===== src/rtl/ps2_key_tracker.sv =====
// PS/2 set-2 scancode decoder and per-key state tracker fed from a FWFT byte FIFO.
// Optional auto-repeat of the most recently pressed key when KEY_TRACKER_REPEAT_EN is defined.
module ps2_key_tracker #(
  parameter int unsigned NUM_KEYS     = 4,
  parameter int unsigned REPEAT_DELAY = 12_500_000,
  parameter int unsigned REPEAT_RATE  = 2_500_000,
  parameter int unsigned CNT_W        = 24
) (
  input  logic                  clk,
  input  logic                  rst,
  input  logic                  fifo_empty,
  input  logic [7:0]            fifo_data,
  output logic                  fifo_rd,
  input  logic                  clr,
  input  logic [9*NUM_KEYS-1:0] key_codes,
  output logic [NUM_KEYS-1:0]   key_held,
  output logic [NUM_KEYS-1:0]   key_press,
  output logic [NUM_KEYS-1:0]   key_release,
  output logic                  ev_valid,
  output logic [7:0]            ev_code,
  output logic                  ev_ext,
  output logic                  ev_break
);

  typedef enum logic [1:0] {StIdle, StExt, StBrk, StSkip} state_e;

  state_e state_q, state_d;
  logic ext_q, ext_d, brk_q, brk_d;
  logic [2:0] skip_q, skip_d;
  logic rd_q, run_q, take, emit;
  logic [NUM_KEYS-1:0] match, press_ev, rel_ev, held_q, held_d, rep_pulse;
  logic [NUM_KEYS-1:0] press_q, release_q;
  logic ev_valid_q, ev_ext_q, ev_break_q;
  logic [7:0] ev_code_q;

  // run_q keeps the pop strobe low while and just after reset is asserted.
  assign fifo_rd = run_q & ~fifo_empty & ~rd_q;
  assign take    = fifo_rd & ~clr;

  always_ff @(posedge clk or negedge rst) begin
    if (!rst) begin
      rd_q  <= 1'b0;
      run_q <= 1'b0;
    end else begin
      rd_q  <= fifo_rd;
      run_q <= 1'b1;
    end
  end

  always_comb begin
    state_d = state_q;
    ext_d   = ext_q;
    brk_d   = brk_q;
    skip_d  = skip_q;
    emit    = 1'b0;
    if (take) begin
      unique case (state_q)
        StIdle: begin
          case (fifo_data)
            8'hE0: begin ext_d = 1'b1; state_d = StExt; end
            8'hF0: begin brk_d = 1'b1; state_d = StBrk; end
            8'hE1: begin skip_d = 3'd7; state_d = StSkip; end
            8'hAA, 8'hFA, 8'hFE, 8'hEE, 8'h00, 8'hFF: ;
            default: emit = 1'b1;
          endcase
        end
        StExt: begin
          case (fifo_data)
            8'hF0: begin brk_d = 1'b1; state_d = StBrk; end
            8'hE0: ;
            default: emit = 1'b1;
          endcase
        end
        StBrk: emit = 1'b1;
        StSkip: begin
          skip_d = skip_q - 3'd1;
          if (skip_q == 3'd1) state_d = StIdle;
        end
      endcase
      if (emit) begin
        state_d = StIdle;
        ext_d   = 1'b0;
        brk_d   = 1'b0;
      end
    end
  end

  // Every matching table entry updates, so duplicate entries behave as aliases.
  always_comb begin
    match = '0;
    for (int i = 0; i < int'(NUM_KEYS); i++) begin
      match[i] = emit && (key_codes[9*i +: 9] == {ext_q, fifo_data});
    end
    press_ev = match & ~held_q & {NUM_KEYS{~brk_q}};
    rel_ev   = match & held_q & {NUM_KEYS{brk_q}};
    held_d   = (held_q | press_ev) & ~rel_ev;
  end

`ifdef KEY_TRACKER_REPEAT_EN
  localparam int unsigned IDX_W = (NUM_KEYS > 1) ? $clog2(NUM_KEYS) : 1;
  localparam logic [CNT_W-1:0] CntOne   = 1;
  localparam logic [CNT_W-1:0] DelayLd  = CNT_W'(REPEAT_DELAY - 1);
  localparam logic [CNT_W-1:0] RateLd   = CNT_W'(REPEAT_RATE - 1);

  logic rep_on_q, rep_on_d;
  logic [IDX_W-1:0] rep_idx_q, rep_idx_d;
  logic [CNT_W-1:0] cnt_q, cnt_d;

  always_comb begin
    rep_on_d  = rep_on_q;
    rep_idx_d = rep_idx_q;
    cnt_d     = cnt_q;
    rep_pulse = '0;
    if (rep_on_q) begin
      if (cnt_q == '0) begin
        rep_pulse[rep_idx_q] = 1'b1;
        cnt_d = RateLd;
      end else begin
        cnt_d = cnt_q - CntOne;
      end
      if (rel_ev[rep_idx_q]) begin
        rep_on_d  = 1'b0;
        rep_pulse = '0;
      end
    end
    // A fresh press takes over the repeat slot and restarts the delay.
    if (|press_ev) begin
      rep_pulse = '0;
      rep_on_d  = 1'b1;
      cnt_d     = DelayLd;
      for (int i = 0; i < int'(NUM_KEYS); i++) begin
        if (press_ev[i]) rep_idx_d = IDX_W'(i);
      end
    end
  end

  always_ff @(posedge clk or negedge rst) begin
    if (!rst) begin
      rep_on_q  <= 1'b0;
      rep_idx_q <= '0;
      cnt_q     <= '0;
    end else if (clr) begin
      rep_on_q  <= 1'b0;
      cnt_q     <= '0;
    end else begin
      rep_on_q  <= rep_on_d;
      rep_idx_q <= rep_idx_d;
      cnt_q     <= cnt_d;
    end
  end
`else
  assign rep_pulse = '0;
`endif

  always_ff @(posedge clk or negedge rst) begin
    if (!rst) begin
      state_q    <= StIdle;
      ext_q      <= 1'b0;
      brk_q      <= 1'b0;
      skip_q     <= '0;
      held_q     <= '0;
      press_q    <= '0;
      release_q  <= '0;
      ev_valid_q <= 1'b0;
      ev_code_q  <= '0;
      ev_ext_q   <= 1'b0;
      ev_break_q <= 1'b0;
    end else if (clr) begin
      state_q    <= StIdle;
      ext_q      <= 1'b0;
      brk_q      <= 1'b0;
      skip_q     <= '0;
      held_q     <= '0;
      press_q    <= '0;
      release_q  <= '0;
      ev_valid_q <= 1'b0;
    end else begin
      state_q    <= state_d;
      ext_q      <= ext_d;
      brk_q      <= brk_d;
      skip_q     <= skip_d;
      held_q     <= held_d;
      press_q    <= press_ev | rep_pulse;
      release_q  <= rel_ev;
      ev_valid_q <= emit;
      if (emit) begin
        ev_code_q  <= fifo_data;
        ev_ext_q   <= ext_q;
        ev_break_q <= brk_q;
      end
    end
  end

  assign key_held    = held_q;
  assign key_press   = press_q;
  assign key_release = release_q;
  assign ev_valid    = ev_valid_q;
  assign ev_code     = ev_code_q;
  assign ev_ext      = ev_ext_q;
  assign ev_break    = ev_break_q;

endmodule

===== config.mk =====
export PLATFORM = sky130hd
export DESIGN_NAME = ps2_key_tracker
export DESIGN_NICKNAME = d
export VERILOG_FILES = /design/src/rtl/ps2_key_tracker.sv
export SDC_FILE = /design/constraint.sdc
export NUM_CORES = 1
export LEC_CHECK = 0
export CORE_MARGIN = 3
export CORE_UTILIZATION = 45
export CTS_CLUSTER_DIAMETER = 60
export DETAILED_ROUTE_END_ITERATION = 8
export GPL_ROUTABILITY_DRIVEN = 0
export PLACE_DENSITY = 0.91
export SETUP_SLACK_MARGIN = 0.2
export SKIP_CTS_REPAIR_TIMING = 1
export SLEW_MARGIN = 20
export SYNTH_ARGS = -nofsm -noshare
export SYNTH_HDL_FRONTEND = slang
export SYNTH_SLANG_ARGS = --single-unit

===== constraint.sdc =====
create_clock -name clk -period 1.9 [get_ports clk]
set_input_delay 0.285 -clock clk [delete_from_list [all_inputs] [get_ports clk]]
set_output_delay 0.285 -clock clk [all_outputs]
set_load 0.005 [all_outputs]

==> results of run 1 <==
-- final cells by class --
| cell class | instances | area, µm² | share of cell area, % |
|---|---|---|---|
| tap | 50 | 62.6 | 1.91 |
| inverter | 5 | 18.8 | 0.574 |
| timing repair buffer | 109 | 1050 | 32.1 |
| multi-input combinational | 136 | 1230 | 37.5 |
| clock inverter | 2 | 35.0 | 1.07 |
| clock buffer | 6 | 72.6 | 2.22 |
| sequential | 32 | 803 | 24.6 |
-- stage by stage --
step / std cells / util (%) / total power [µW]
global placement: 316 / 69.3 / 1220
floorplan: 186 / - / 970
global route: 340 / 78.9 / 1990
CTS: 324 / 71.9 / 1880
detailed placement: 316 / 69.3 / 1230
finish: 340 / 78.9 / 1930
-- worst reg2reg max path: cells and delay by family, from the launching register on --
family	cells	cell delay, ns
mux	1	0.21
buf+inv	1	0.15
flops	1	0.46
xor+xnor	1	0.15
simple gates	3	0.67
-- kinds of logic after synthesis --
kind of cell	after synthesis	synth area share (%)
AOI/OAI and AO/OA	16	6.60
xor gates and xnor gates	36	15.7
adders and majority gates	2	1.24
buffers and inverters	19	5.29
DFF	32	39.8
muxes	16	10.3
other	1	0.187
and+or+nand+nor	64	20.8
-- power breakdown --
part	internal (µW)	switching, µW	total (µW)
clock	389	266	655
combinational	307	204	510
sequential	728	37.5	766
total	1420	507	1930
-- worst min path at each step --
stage / startpoint / end / slack (ns) / depth (start not counted)
after floorplan: rst / brk_q / -0.01 / 0
after global placement: key_held[3] / key_press[3] / 0.49 / 1
after detailed placement: key_held[3] / key_press[3] / 0.49 / 1
after CTS: rst / ev_ext / 0.41 / 2
after global routing: rst / ev_valid / 0.44 / 2
final: rst / ev_ext / 0.40 / 2
-- synth_stat cells, types with 5 or more instances --
| cell | n | area (µm²) |
|---|---|---|
| nor3_1 | 6 | 30.0 |
| nand3b_1 | 5 | 37.5 |
| nand4_1 | 6 | 37.5 |
| buf_2 | 6 | 30.0 |
| nand2_1 | 10 | 37.5 |
| xnor2_1 | 8 | 70.1 |
| nor4_1 | 12 | 75.1 |
| mux2i_1 | 5 | 50.1 |
| mux2_4 | 9 | 135 |
| xor2_1 | 28 | 245 |
| dfrtp_1 | 32 | 801 |
| inv_1 | 5 | 18.8 |
-- sequential cells by signal (all words and copies together), names as in the netlist --
name and cells:
key_release 4, key_press 4, ev_break 1, skip_q 3, ev_valid 1, ev_ext 1
rd_q 1, run_q 1, ext_q 1, state_q 2, brk_q 1, key_held 4
ev_code 8
-- metal layers --
layer	global-route usage, %	wire length, µm	part of all wire (%)	vias up
met5	0	0	0	-
met4	6.97	209	3.0	0
met3	4.82	400	5.8	20
met2	40.2	3430	50	82
met1	28.0	2820	41	953
li1	-	-	-	864
==> impl_metrics.toml, run 1 <==
[setup_path]
slowest_stage = "clkdlybuf4s50_1"
cpPeakStageDelay_ns = 0.42
crit_cells = 6
required_ns = 2.10
path_class = "in -> reg"
cp_max_fo = 3
rr_endpoint = "key_held[1]"
end_kind = "flip-flop"
r2r_cells = 6
critPathCapture = "key_held[1]"
cp_cell_sequence = "clkdlybuf4s50_1 -> xor2_1 -> nor4_2 -> nand4_1 -> nand3b_1 -> mux2i_1"
cp_top_family = "simple AND/OR/NAND/NOR gates"
critPathLaunch = "key_codes[16]"
ff2ff_setup_slack_ns = 0.19
cp.arrival_ns = 1.92
critPathLaunchType = "input pin"
reg2reg_from = "ext_q"
path_buf_inv = 1

[yosys]
synth.avg_cell_area_um2 = 10.8
synth-seq-area-share_pct = 39.8
synth_cell_type_count = 46
netlist_area_um2 = 2010
synth_seq_cells = 32
yosysWarningCount = 0
synthFlopType = "dfrtp_1"
async_reset_ff_share_pct = 100
syn_nets = 236
synthCells = 186
synth-edff-count = 0

[layout]
fillers = 251
area_growth_pct = 62.6
final_common_cell = "clkdlybuf4s50_1"
diodes = 0
final_area_um2 = 3270
final_cell_mix = "62 x clkdlybuf4s50_1, 32 x buf_4, 30 x dfrtp_1"
drive_above_1_share_pct = 27.9
fin_nets = 339

[drt]
viasPerCell = 5.64
drtAntennaViolNets = 0
drc = 0
drtPass1Iterations = 4
drt-wirelength-per-cell_um = 20.2
vias = 1919
drt_iter0_drc = 112
routed_wl_um = 6860

[grt]
track_usage_pct = 22.9
grt_max_degree = 33
grt_overflow = 0
antenna_found_initial = 0
grt_pass1_vias = 1865
grt_pass1_wl_um = 9160

[power]
p_leak_uw = 0.00150
p_per_area_nw_per_um2 = 591
vdd_drop_max_mv = 0.269

[cts]
h-tree-depth = 2
numCtsBuffers = 5
cts.path.max_buffers = 2
clk_latency_ns = 0.29
cts_tree = "built"
root_buffer = "clkbuf_8"
cts_sinks = 32
clk_pin_slew_ns = 0.07

[floorplanning]
start_util_pct = 48.5
die_area_um2 = 5310
num_io_pins = 72
dieWidth_um = 72.8
core_area_um2 = 4140
die_h_um = 72.8
rows = 23

[sta]
tns_ns = 0
hold_violations = 0
fin_crit_sh_pct = 90.3
holdWs_ns = 0.399
setup_viol = 0
setup_ws_ns = 0.185
fin_skew_ns = 0.00704
rsz0062_at_grt = "no"
fmax_ghz = 0.583
drv_slew = 0
fin_crit_ns = 1.72

[run]
maxCapViolations = 0

[placement]
dp_slack_ns = -0.406
io_buffer_count = 71
dp_hpwl_um = 4460
placed_area_um2 = 2870

[outcome]
outcome = "complete, no violations"

[min_path]
hold_path_class = "in -> async"
Note: power is estimated with default switching activity, not from simulation.
==> run 2, diff against run 1 <==
--- a/config.mk
+++ b/config.mk
@@ -5,6 +5,7 @@
 export SDC_FILE = /design/constraint.sdc
 export NUM_CORES = 1
 export LEC_CHECK = 0
+export CAP_MARGIN = 15
 export CORE_MARGIN = 3
 export CORE_UTILIZATION = 45
 export CTS_CLUSTER_DIAMETER = 60
@@ -17,3 +18,4 @@
 export SYNTH_ARGS = -nofsm -noshare
 export SYNTH_HDL_FRONTEND = slang
 export SYNTH_SLANG_ARGS = --single-unit
+export TNS_END_PERCENT = 20
==> run 2 against run 1 <==
Combinational power fell by 0.8%. Sequential power barely moved. Die area did not move. Non-clock buffer count fell by 3. Utilization fell by 0.69 points. Critical path depth fell by 1. Setup slack got worse by 0.11 ns. First-iteration DRC count rose by 28%. Cell area fell by 0.88%. Power fell by 0.57%. Critical endpoint is now key_held[2]. Largest cell class unchanged. Largest power group unchanged.
==> impl_metrics.toml, run 2 (synthesis gave the netlist of run 1 again) <==
[outcome]
outcome = "complete, no violations"

[drt]
dr_wl_met3_um = 374
vias = 1883
drtAntennaViolNets = 0
drt-wirelength-per-cell_um = 19.5
highest_layer = "met4"
drt_iter0_drc = 143
met2_length_um = 3400
viasPerCell = 5.59
m1WireLength_um = 2660
drc = 0
drtPass1Iterations = 4
routed_wl_um = 6560

[placement]
placed_area_um2 = 2870
dp_slack_ns = -0.406
io_buffer_count = 71
dp_hpwl_um = 4460
place_inst = 316

[grt]
grt_max_degree = 33
antenna_found_initial = 0
grt_overflow = 0
grt_pass1_wl_um = 9160
grt_pass1_vias = 1865
track_usage_pct = 22.9

[sta]
drv_slew = 0
hold_violations = 0
fin_crit_ns = 1.82
fin_crit_sh_pct = 95.9
setup_viol = 0
rsz0062_at_grt = "yes"
setup_ws_ns = 0.0772
fin_skew_ns = 0.00582
fmax_ghz = 0.549

[floorplanning]
dieWidth_um = 72.8
start_util_pct = 48.5
core_area_um2 = 4140
rows = 23
num_io_pins = 72
die_h_um = 72.8
die_area_um2 = 5310

[setup_path]
required_ns = 2.06
path_class = "reg -> reg"
end_kind = "flip-flop"
critPathLaunchType = "flip-flop"
path_buf_inv = 0
cp_top_family = "simple AND/OR/NAND/NOR gates"
cp_max_fo = 6
cpPeakStageDelay_ns = 0.50
cp_cell_sequence = "xor2_1 -> nor4_1 -> nand4_1 -> nand3b_1 -> mux2i_1"
cp.arrival_ns = 1.98
slowest_stage = "dfrtp_1"

[layout]
post-route-util_pct = 78.2
area_growth_pct = 61.2
final_area_um2 = 3240
final_cell_mix = "62 x clkdlybuf4s50_1, 31 x dfrtp_1, 29 x buf_4"
diodes = 0
final_common_cell = "clkdlybuf4s50_1"
largest_reg_flops = 8
fin_cells = 337
fin_nets = 336
drive_above_1_share_pct = 26.5

[power]
vdd_drop_max_mv = 0.267
p_per_area_nw_per_um2 = 593
p_total_uw = 1920
p_leak_uw = 0.00149

[run]
maxCapViolations = 0

[cts]
root_buffer = "clkbuf_8"
numCtsBuffers = 5
h-tree-depth = 2
clk_latency_ns = 0.29
cts_sinks = 32
cts_tree = "built"
cts.path.max_buffers = 2
clk_pin_slew_ns = 0.07

[min_path]
hold_path_class = "in -> async"
[run 2: cell count changes in the layout (fill, tap and decap cells not counted)]
cell / delta
a2111oi_0: +1
a2111oi_1: -1
a21oi_1: +1
a21oi_2: -1
buf_4: -3
dfrtp_1: +1
dfrtp_2: -1
[run 2: power breakdown]
part	total (µW)	internal (µW)	leakage (µW)	switching (µW)
clock	647	389	0.0000552	258
sequential	767	728	0.000420	38.3
combinational	506	306	0.00101	200
[run 2: layer usage]
metal | vias to the layer above | GRT usage (%)
met2 | 68 | 40.2
met1 | 944 | 28.0
li1 | 857 | -
met5 | - | 0
met3 | 14 | 4.82
met4 | 0 | 6.97
[run 2: final cells by class]
| cell class | count | area, µm² |
|---|---|---|
| Sequential cell | 32 | 802 |
| Multi-Input combinational cell | 136 | 1220 |
| Clock buffer | 6 | 72.6 |
| Tap cell | 50 | 62.6 |
| Timing Repair Buffer | 106 | 1030 |
| Clock inverter | 2 | 35.0 |
| Fill cell | 256 | 903 |
| Inverter | 5 | 18.8 |
[run 2: final timing paths]
check                           slack, ns            to         from  cells past startpoint
worst max-delay path                 0.08   key_held[2]        ext_q                      5
worst min-delay path                 0.41        ev_ext          rst                      2
worst max register to register       0.08   key_held[2]        ext_q                      5
worst min register to register       0.50  key_press[3]  key_held[3]                      1
max in group asynchronous            1.16    state_q[0]          rst                      2
min in group clk                     0.50  key_press[3]  key_held[3]                      1
[run 2: through the flow]
step	hold WS [ns]	TNS [ns]
detailed placement	0.494	-8.59
global route	0.438	0
CTS	0.414	-1.07
global placement	0.486	-6.60
floorplan	-0.0106	0
finish	0.407	0
==> run 3, diff against run 2 <==
--- a/config.mk
+++ b/config.mk
@@ -10,7 +10,7 @@
 export CORE_UTILIZATION = 45
 export CTS_CLUSTER_DIAMETER = 60
 export DETAILED_ROUTE_END_ITERATION = 8
-export GPL_ROUTABILITY_DRIVEN = 0
+export MAX_ROUTING_LAYER = met4
 export PLACE_DENSITY = 0.91
 export SETUP_SLACK_MARGIN = 0.2
 export SKIP_CTS_REPAIR_TIMING = 1
==> run 3 against run 2 <==
Sequential share of layout area down 0.12 points. Setup slack worse by 0.034 ns. Wire length up 2.0%. Maximum frequency down 1.8%. Global-route usage up 0.70 points. Clock skew up 0.0011 ns. Combinational power about the same. Cell area up 0.50%. Hold slack worse by 0.0047 ns. Clock power up 2%. Power up 0.53%. First-iteration DRC count down 12%. Critical path type unchanged. Largest power group unchanged.
==> impl_metrics.toml, run 3 (synthesis gave the netlist of run 1 again) <==
[grt]
grt_overflow = 0
antenna_found_initial = 0
grt_max_degree = 33
grt_pass1_wl_um = 9180
track_usage_pct = 23.6
grt_pass1_vias = 1869

[floorplanning]
start_util_pct = 48.5
num_io_pins = 72
die_h_um = 72.8
die_area_um2 = 5310
core_area_um2 = 4140
dieWidth_um = 72.8
rows = 23

[layout]
drive_above_1_share_pct = 26.7
fin_nets = 337
area_growth_pct = 62.0
final_cell_mix = "62 x clkdlybuf4s50_1, 31 x dfrtp_1, 30 x buf_4"
post-route-util_pct = 78.6
diodes = 0
largest_reg_flops = 8
final_common_cell = "clkdlybuf4s50_1"

[setup_path]
required_ns = 2.09
end_kind = "flip-flop"
slowest_stage = "dfrtp_1"
cp_cell_sequence = "xor2_1 -> nor4_1 -> nand4_1 -> buf_4 -> nor4_2"
critPathLaunchType = "flip-flop"
cp_top_family = "simple AND/OR/NAND/NOR gates"
cpPeakStageDelay_ns = 0.52
path_class = "reg -> reg"
path_buf_inv = 1
cp.arrival_ns = 2.05
cp_max_fo = 6

[min_path]
hold_path_class = "in -> async"

[sta]
fin_skew_ns = 0.00694
setup_viol = 0
fmax_ghz = 0.538
rsz0062_at_grt = "yes"
fin_crit_sh_pct = 97.7
fin_crit_ns = 1.86
setup_ws_ns = 0.0429
drv_slew = 0
tns_ns = 0
hold_violations = 0

[power]
p_clk_share_pct = 34.2
p_sw_share_pct = 26.3
intPower_uw = 1420
p_leak_uw = 0.00149
p_total_uw = 1930
p_seq_share_pct = 39.6
power_switching_uw = 507
vdd_drop_max_mv = 0.353
comb_power_share_pct = 26.2
p_per_area_nw_per_um2 = 593

[outcome]
outcome = "complete, no violations"

[drt]
drtAntennaViolNets = 0
drt-wirelength-per-cell_um = 19.8
drtPass1Iterations = 5
viasPerCell = 5.69
drc = 0
vias = 1924
routed_wl_um = 6700
drt_iter0_drc = 126

[cts]
clk_pin_slew_ns = 0.07
root_buffer = "clkbuf_8"
h-tree-depth = 2
cts.path.max_buffers = 2
cts_sinks = 32
clk_latency_ns = 0.29
numCtsBuffers = 5
cts_tree = "built"

[run]
maxCapViolations = 0

[placement]
dp_hpwl_um = 4460
gp_congestion = 0.880
dp_slack_ns = -0.406
io_buffer_count = 71
==> run 3: power by group through the flow <==
stage | registers [µW] | clock network (µW) | logic [µW]
floorplan | 768 | 0 | 202
global placement | 774 | 0 | 447
detailed placement | 772 | 0 | 463
CTS | 762 | 655 | 465
global route | 768 | 692 | 535
finish | 765 | 660 | 506
==> run 3: final timing paths <==
kind	endpoint	startpoint	cells past startpoint	slack, ns
max	key_release[2]	ext_q	5	0.04
max in group asynchronous	state_q[0]	rst	2	1.16
min in group clk	key_press[0]	key_held[0]	1	0.51
min reg2reg	key_press[0]	key_held[0]	1	0.51
min	ev_code[2]	rst	2	0.40
max reg2reg	key_release[2]	ext_q	5	0.04
==> run 3: layout make-up <==
type	count	area [µm²]
multi-input cells	136	1230
repair buffers	107	1030
fillers	263	887
flip-flops and latches	32	802
clock buffers	6	72.6
well taps	50	62.6
clock inverters	2	35.0
inverters	5	18.8
==> run 3: per-stage QoR <==
stage,instances,hold slack (ns),instance area (µm²)
after CTS,324,0.414,2980
final,338,0.402,3260
after floorplan,186,-0.0106,2040
after detailed placement,316,0.494,2870
after global routing,338,0.432,3260
after global placement,316,0.486,2870
==> run 3: worst reg2reg max path, stage by stage (launching register included) <==
cell     delay, ns
dfrtp_1       0.52
xor2_1        0.23
nor4_1        0.34
nand4_1       0.25
buf_4         0.21
nor4_2        0.20
==> run 3: layer usage <==
metal	share of wire (%)	global-route usage [%]	routed length (µm)	up-vias
met3	5.5	4.41	368	10
met4	1.4	6.97	95	0
met1	42	28.3	2780	971
met2	52	40.2	3450	83
met5	0	-	0	-
li1	-	-	-	860
